### src/rtl/mem_ctrl_pkg.sv
// Shared definitions for the data-memory access controller: request opcodes,
// controller FSM states and default interface widths.
package mem_ctrl_pkg;

  localparam int DEF_ADDR_W    = 4;
  localparam int DEF_DATA_W    = 8;
  localparam int DEF_NUM_WORDS = 16;
  localparam int DEF_RD_LAT    = 1;

  typedef enum logic [1:0] {
    OP_LOAD  = 2'b00,
    OP_STORE = 2'b01,
    OP_CLEAR = 2'b10,
    OP_RSVD  = 2'b11
  } op_e;

  // ST_VERIFY is only reachable when write verification is compiled in.
  typedef enum logic [2:0] {
    ST_IDLE,
    ST_READ,
    ST_WRITE,
    ST_VERIFY,
    ST_CLEAR,
    ST_RESP
  } state_e;

endpackage

### src/rtl/mem_rd_timer.sv
// Read-latency timer: loaded with RD_LAT when a read phase starts, counts down
// while enabled and strobes done on the last cycle of the read phase, i.e. the
// cycle whose closing edge samples valid memory read data.
module mem_rd_timer #(
  parameter int RD_LAT = 1
) (
  input  logic clk,
  input  logic reset,
  input  logic load,
  input  logic en,
  output logic done
);

  localparam int CW = $clog2(RD_LAT + 1);

  logic [CW-1:0] cnt_q;

  // Down-counter holding the remaining read-phase cycles.
  always_ff @(posedge clk or negedge reset) begin
    if (!reset) begin
      cnt_q <= '0;
    end else if (load) begin
      cnt_q <= CW'(RD_LAT);
    end else if (en && (cnt_q != '0)) begin
      cnt_q <= cnt_q - CW'(1);
    end
  end

  assign done = en && (cnt_q == CW'(1));

endmodule

### src/rtl/mem_access_ctrl.sv
// Initiator-side controller for the data-memory bank. Accepts one LOAD, STORE
// or CLEAR request at a time over a valid/ready channel, sequences the bank's
// r_w / address / data pins and returns one response per request.
// Optional feature: define MEM_CTRL_WRITE_VERIFY_EN to read back every STORE
// and flag a mismatch on rsp_err.
module mem_access_ctrl
  import mem_ctrl_pkg::*;
#(
  parameter int ADDR_W    = DEF_ADDR_W,
  parameter int DATA_W    = DEF_DATA_W,
  parameter int NUM_WORDS = DEF_NUM_WORDS,
  parameter int RD_LAT    = DEF_RD_LAT
) (
  input  logic              clk,
  input  logic              reset,
  input  logic              req_valid,
  output logic              req_ready,
  input  logic [1:0]        req_op,
  input  logic [ADDR_W-1:0] req_addr,
  input  logic [DATA_W-1:0] req_wdata,
  output logic              rsp_valid,
  input  logic              rsp_ready,
  output logic [DATA_W-1:0] rsp_rdata,
  output logic              rsp_err,
  output logic              busy,
  output logic [ADDR_W-1:0] mem_addr_out,
  output logic [ADDR_W-1:0] mem_addr_in,
  output logic [DATA_W-1:0] mem_data_in,
  output logic              r_w,
  input  logic [DATA_W-1:0] mem_data_out
);

  localparam logic [ADDR_W-1:0] LAST_ADDR = ADDR_W'(NUM_WORDS - 1);

  state_e              state_q, state_d;
  logic [ADDR_W-1:0]   addr_q;
  logic [DATA_W-1:0]   wdata_q;
  logic [ADDR_W-1:0]   clr_cnt_q;
  logic [DATA_W-1:0]   rsp_rdata_q;
  logic                rsp_err_q;
  logic                tmr_load;
  logic                tmr_en;
  logic                tmr_done;
  logic                accept;
  logic                rsp_fire;

  assign req_ready = (state_q == ST_IDLE);
  assign busy      = (state_q != ST_IDLE);
  assign rsp_valid = (state_q == ST_RESP);
  assign rsp_rdata = rsp_rdata_q;
  assign rsp_err   = rsp_err_q;
  assign accept    = req_valid && req_ready;
  assign rsp_fire  = rsp_valid && rsp_ready;
  assign tmr_en    = (state_q == ST_READ) || (state_q == ST_VERIFY);

  mem_rd_timer #(
    .RD_LAT (RD_LAT)
  ) u_rd_timer (
    .clk   (clk),
    .reset (reset),
    .load  (tmr_load),
    .en    (tmr_en),
    .done  (tmr_done)
  );

  // State register; an asynchronous reset drops straight back to IDLE.
  // NOTE: sequential state uses non-blocking assignments so every flop samples pre-edge values.
  always_ff @(posedge clk or negedge reset) begin
    if (!reset) begin
      state_q <= ST_IDLE;
    end else begin
      state_q <= state_d;
    end
  end

  // Next-state logic; also arms the read timer on entry to a read phase.
  // NOTE: every combinational output gets a default first so no path infers a latch.
  always_comb begin
    state_d  = state_q;
    tmr_load = 1'b0;
    unique case (state_q)
      ST_IDLE: begin
        if (req_valid) begin
          case (op_e'(req_op))
            OP_LOAD: begin
              state_d  = ST_READ;
              tmr_load = 1'b1;
            end
            OP_STORE: state_d = ST_WRITE;
            OP_CLEAR: state_d = ST_CLEAR;
            default:  state_d = ST_RESP;
          endcase
        end
      end
      ST_READ: begin
        if (tmr_done) state_d = ST_RESP;
      end
      ST_WRITE: begin
`ifdef MEM_CTRL_WRITE_VERIFY_EN
        state_d  = ST_VERIFY;
        tmr_load = 1'b1;
`else
        state_d  = ST_RESP;
`endif
      end
      ST_VERIFY: begin
        if (tmr_done) state_d = ST_RESP;
      end
      ST_CLEAR: begin
        if (clr_cnt_q == LAST_ADDR) state_d = ST_RESP;
      end
      ST_RESP: begin
        if (rsp_ready) state_d = ST_IDLE;
      end
      default: state_d = ST_IDLE;
    endcase
  end

  // Memory pin drive, decoded from state so reset forces r_w high without waiting for a clock.
  always_comb begin
    r_w          = 1'b1;
    mem_addr_out = '0;
    mem_addr_in  = '0;
    mem_data_in  = '0;
    unique case (state_q)
      ST_READ, ST_VERIFY: mem_addr_out = addr_q;
      ST_WRITE: begin
        r_w         = 1'b0;
        mem_addr_in = addr_q;
        mem_data_in = wdata_q;
      end
      ST_CLEAR: begin
        r_w         = 1'b0;
        mem_addr_in = clr_cnt_q;
      end
      default: ;
    endcase
  end

  // Operand capture on accept, CLEAR sweep counter and response payload.
  // NOTE: these datapath registers are reset so the response outputs are defined straight out of reset.
  always_ff @(posedge clk or negedge reset) begin
    if (!reset) begin
      addr_q      <= '0;
      wdata_q     <= '0;
      clr_cnt_q   <= '0;
      rsp_rdata_q <= '0;
      rsp_err_q   <= 1'b0;
    end else if (accept) begin
      addr_q      <= req_addr;
      wdata_q     <= req_wdata;
      clr_cnt_q   <= '0;
      rsp_rdata_q <= '0;
      rsp_err_q   <= (op_e'(req_op) == OP_RSVD);
    end else begin
      if ((state_q == ST_READ) && tmr_done) begin
        rsp_rdata_q <= mem_data_out;
      end
`ifdef MEM_CTRL_WRITE_VERIFY_EN
      if ((state_q == ST_VERIFY) && tmr_done) begin
        rsp_err_q <= (mem_data_out != wdata_q);
      end
`endif
      if ((state_q == ST_CLEAR) && (clr_cnt_q != LAST_ADDR)) begin
        clr_cnt_q <= clr_cnt_q + ADDR_W'(1);
      end
      if (rsp_fire) begin
        rsp_rdata_q <= '0;
        rsp_err_q   <= 1'b0;
      end
    end
  end

endmodule
### config.mk
export PLATFORM = sky130hd
export DESIGN_NAME = mem_access_ctrl
export DESIGN_NICKNAME = d
export VERILOG_FILES = /design/src/rtl/mem_ctrl_pkg.sv /design/src/rtl/mem_rd_timer.sv /design/src/rtl/mem_access_ctrl.sv
export SDC_FILE = /design/constraint.sdc
export NUM_CORES = 1
export LEC_CHECK = 0
export CAP_MARGIN = 20
export CORE_AREA = 2 2 83 45
export CTS_CLUSTER_SIZE = 24
export DETAILED_ROUTE_END_ITERATION = 16
export DIE_AREA = 0 0 85 47
export PLACE_DENSITY = 0.88
export SYNTH_ARGS = -nofsm -noshare
export SYNTH_HDL_FRONTEND = slang
export SYNTH_HIERARCHICAL = 1
export SYNTH_SLANG_ARGS = --single-unit
### constraint.sdc
create_clock -name clk -period 2.8 [get_ports clk]
set_input_delay 0.56 -clock clk [delete_from_list [all_inputs] [get_ports clk]]
set_output_delay 0.56 -clock clk [all_outputs]
set_load 0.1 [all_outputs]
* Yosys cells after proc, flatten, opt, wreduce, memory -nomap -nowiden
Index checks and enable logic that the tools add are counted.
** Storage, ports and cells
- Bits in latches :: 0
- Bits of input ports :: 26
- RAM bits :: 0
- Logic and storage cells :: 61
- Memories kept :: 0
- Memory bits (read-only) :: 0
- Flip-flop bits (word level) :: 29
** Cells by class
- Shifts and indexed selects :: 0
- Muxes and demuxes :: 22
- Reductions and logical operators :: 16
- Eq/ne operators :: 14
- Bitwise logic cells :: 0
- $lt $le $gt $ge :: 0
- Divide/modulo/power cells :: 0
- Add/sub/neg operators :: 2
- Multiply operators :: 0
** Operator list (number)
- 8-bit 2-to-1 mux :: 4
- 3-bit one-hot mux with 5 select lines :: 1
- 3-bit 2-to-1 mux :: 4
- 4-bit 2-to-1 mux :: 3
- 3-bit one-hot mux with 3 select lines :: 1
- 1-bit 2-to-1 mux :: 8
- 4-bit one-hot mux with 2 select lines :: 1
- 3-bit by 2-bit == test with 1-bit output (second input constant) :: 2
- 3-bit == test (second input constant) :: 2
- 2-bit nonzero test :: 3
- 3-bit nonzero test :: 2
- 1-bit logical AND :: 5
- 4-bit by 1-bit adder with 4-bit output (second input constant) :: 1
- 2-bit == test (second input constant) :: 2
- 4-bit == test (second input constant) :: 1
- 2-bit by 1-bit != test with 1-bit output (second input constant) :: 2
- 2-bit != test (second input constant) :: 2
- 4-bit != test (second input constant) :: 1
- 4-bit AND reduction :: 1
- 2-bit OR reduction :: 2
- 3-bit by 1-bit == test with 1-bit output (second input constant) :: 1
- 3-bit zero test :: 1
- 2-bit by 1-bit == test with 1-bit output (second input constant) :: 1
- 2-bit zero test :: 1
- other kinds (2) :: 2

* Depth between registers and ports, before layout
- Depth in word-level cells :: 7
- Gate-level depth with buffers :: 6
- Mapped depth without buffers :: 6

* Hierarchy
Netlist, hierarchy kept.
** Modules (own cells, without submodules)
- mem_access_ctrl :: area an instance 1483.9 µm², cells each 131, instances 1
- mem_rd_timer :: area an instance 43.8 µm², cells each 4, instances 1

* Worst setup path before layout
No wires, ideal clock.
- Kind :: register -> output
- Start point :: register state_q[2]
- End point :: output port r_w
- Path slack :: -51 ps
- Data required time :: 2240 ps
- Arrival time :: 2291 ps
- Buffers on the path :: 2
- Cell stages (with the launch flop) :: 5
- Cells stage by stage :: dfrtp_1 -> buf_4 -> and2b_1 -> buf_4 -> o21bai_1
** On the way
- Word-level cells in the longest chain between the ends :: 3
** RTL lines
- start, declared :: RTL line mem_access_ctrl.sv:35 : state_e state_q, state_d;
- start signal, assigned :: RTL line mem_access_ctrl.sv:72 : state_q <= state_d;
- 3-bit == test or 3-bit by 2-bit == test with 1-bit output (tied branches) :: RTL line mem_access_ctrl.sv:125 : unique case (state_q)
- 2-bit OR reduction (no source line) *
- 1-bit 2-to-1 mux * :: RTL line mem_access_ctrl.sv:125
- end, declared :: RTL line mem_access_ctrl.sv:29 : output logic r_w,
Mark *: on every way between the ends. The rest lies on a longest branch, timed or not.

* Final worst setup path
- Start point :: register state_q[1]
- End point :: output port mem_data_in[2]
** On the way
- Word-level cells in the longest chain between the ends :: 2
** RTL lines
- 3-bit by 2-bit == test with 1-bit output :: RTL line mem_access_ctrl.sv:125
- 8-bit 2-to-1 mux :: RTL line mem_access_ctrl.sv:125
- end, declared :: RTL line mem_access_ctrl.sv:28 : output logic [DATA_W-1:0] mem_data_in,
Every way passes these cells.

==> results <==
power by group:
group          internal, mW  switching (mW)
registers             0.566           0.171
logic                 0.487           0.930
clock network         0.222           0.157
Yosys cell counts (all sizes together), types with 2 or more instances:
cell type and instances:
nand2 7, dfrtp 29, a21oi 4, and3 2, mux2i 2, buf 5, a22oi 4, and2 13
o221ai 2, and2b 2, nor2 12, o21ai 5, nor3 2, inv 7, mux2 13, a22o 9
ha 5, nand3 5
final cells by class:
cell class / instances / area share
clock inverters: 1 / 0.00219
clock buffers: 7 / 0.0421
well taps: 42 / 0.0230
multi-input cells: 94 / 0.325
repair buffers: 55 / 0.279
flip-flops and latches: 29 / 0.317
inverters: 7 / 0.0115
logic make-up (layout without fill, tap and decap cells):
family	after synthesis	after routing
buf+inv	12	70
flops	29	29
fa+ha+maj	5	5
mux	15	15
simple gates	45	45
compound gates	28	28
xor+xnor	1	1
routing by layer:
| layer | up-vias | global-route usage | wire length [um] |
|---|---|---|---|
| met5 | - | 0 | 0 |
| met4 | 0 | 0.114 | 91 |
| met3 | 11 | 0.0668 | 245 |
| met2 | 45 | 0.370 | 2020 |
| met1 | 623 | 0.302 | 1860 |
| li1 | 586 | - | - |
worst min path at each step:
stage | to | start | slack (ns)
after global placement | u_rd_timer/cnt_q | u_rd_timer/cnt_q | 0.46
final | u_rd_timer/cnt_q | u_rd_timer/cnt_q | 0.49
after detailed placement | u_rd_timer/cnt_q | u_rd_timer/cnt_q | 0.47
after global routing | u_rd_timer/cnt_q | u_rd_timer/cnt_q | 0.53
after CTS | u_rd_timer/cnt_q | u_rd_timer/cnt_q | 0.49
after floorplan | addr_q[0] | reset | 0.26
metrics by stage:
stage               hold WS [ns]  cells   util  instance area [sq um]  worst slack (ns)
floorplan                  0.264    135      -                   1530            0.0281
global placement           0.457    227  0.666                   2190             0.749
detailed placement         0.467    227  0.666                   2190             0.586
CTS                        0.490    235  0.696                   2290             0.262
global route               0.526    235  0.696                   2290            0.0361
finish                     0.495    235  0.696                   2290             0.283
registers in the layout, summed over array words and instances, names as in the netlist:
| register | cells |
|---|---|
| rsp_err | 1 |
| wdata_q | 8 |
| u_rd_timer/cnt_q | 1 |
| state_q | 3 |
| addr_q | 4 |
| clr_cnt_q | 4 |
| rsp_rdata | 8 |
worst max-delay path, cell delays in order, from the launching register on:
cell	delay, ns
sky130_fd_sc_hd__dfrtp_1	0.48
sky130_fd_sc_hd__inv_1	0.16
sky130_fd_sc_hd__nor3_1	0.54
sky130_fd_sc_hd__and2_1	0.29
sky130_fd_sc_hd__buf_12	0.19
==> run metrics <==
Resize count post-CTS 0; multiplexer share of the synthesized area 0.121; diode insertion count for antenna repair 0; level count of the clock H-tree 2; type of the tightest min-delay check reg -> reg; final setup skew 0.00868 ns; pin slew with the least headroom to its limit 0.612 ns; antenna viol nets, final 0; Final Power 2.53 mW; number of warnings printed during yosys synthesis 6; minimum setup slack among reg-to-reg paths 0.57 ns; Remaining Overflow, GRT 0; endpoint arrival time on the critical path 1.96 ns; worst r2r src state_q[2]; core outline area 3280 sq um; highest achievable clock rate 397 MHz; time the final worst path needs with I/O delays and setup 2.52 ns; Worst Setup SP state_q[1]; leakage component of the power 1.06 nW; number of buffers inserted by hold repair at cts 0; IO Pins 55; first-pass iteration count of the detailed router 4; count of max-cap constraint violations 0; vias after detailed routing 1,265; maximum count of clock buffers along a single path 2; cell depth of the worst min-delay path 1; clock transition at the registers of the reported paths 0.06 ns; maximum ir drop on the vdd rail 0.000637 V; most area-consuming cells after synthesis sky130_fd_sc_hd__dfrtp_1 48%, sky130_fd_sc_hd__mux2_2 5.9%, sky130_fd_sc_hd__a22o_1 5.2%, sky130_fd_sc_hd__and2_1 4.9%, sky130_fd_sc_hd__mux2_4 4.9%; number of setup buffers added after CTS 0; largest family of logic cells by synthesized area simple AND/OR/NAND/NOR gates; critical path class reg -> out; maximum number of pins on one net before global-route repair 30; Total Routing Usage GR 0.232; Worst-Skew Late Latency 0.29 ns; area taken by multi-input logic gates 743 sq um; kind of end point of the critical path primary output; total length of routed wires 4210 um; Netlist Area Pre-Place 1530 sq um; kind of start point of the critical path register; highest net fanout along the worst path 8; area fraction in compound gates after synthesis 0.137; relative slew slack 0.589; final count of pins violating max slew 0; outcome finished clean; clock tree root buffer cell sky130_fd_sc_hd__clkbuf_8; area grow syn2layout 49.7%; share of the synthesized area in the top cell type 0.475; sequential cell area fraction in the yosys report 0.475; Die Width 85 um; fillcell total 221; I/O Buffers 54; clock buffers created by TritonCTS 5; Placer Congestion 0.850; detailed-route wire length per cell 17.9 um; die area 4000 sq um; Via-to-Cell Ratio 5.38; Seq. cell area 726 sq um; cell count after synthesis 135; power density over the cells 1110 nW/um^2; synthesized-area fraction occupied by adder cells 0.0410; detailed-placement wirelength estimate 3260 um; number of nets in the synthesized netlist 166; post-route clock period utilization 0.899; Critical R2R Capture rsp_rdata[6]; first-pass GRT wire length 6610 um; DRC errors left 0; cell type contributing the most total cell area after synthesis sky130_fd_sc_hd__dfrtp_1; post-synthesis area per instance 11.3 sq um; most common cell after layout, fill and taps aside sky130_fd_sc_hd__dfrtp_1; Worst Path Required 2.24 ns; fraction of registers with async set or reset after synthesis 1.00; worst-case reg-to-reg path depth 6; number of distinct standard cells referenced by the synthesized netlist 36; clock tree from TritonCTS built; number of violations reported at the end of detailed-routing iteration 0 75; Rows 15; number of global-route vias before repair 1,269; Initial Util 0.465; area share of xor/xnor cells in the synthesized design 0.00573; post-synthesis register bit count 29; number of nets in the final layout 223; antenna violations before repair 0; main flop type after synthesis sky130_fd_sc_hd__dfrtp_1; most used cells in the layout excluding fill and tap cells 29 x sky130_fd_sc_hd__dfrtp_1, 25 x sky130_fd_sc_hd__clkdlybuf4s50_1, 17 x sky130_fd_sc_hd__buf_4; setup_tns 0 ns; setup repair after global routing missed its margin false; die height 47 um; crit path to mem_data_in[2]; Post-synth EDFFs 0; fraction of layout instances using a drive strength above 1 0.311; hold violation total from the final report 0; sinks on the clock net 29; post-synthesis simple-gate area fraction 0.179; number of setup violations in the final report 0
No activity file was read; power rests on OpenSTA's default activity.
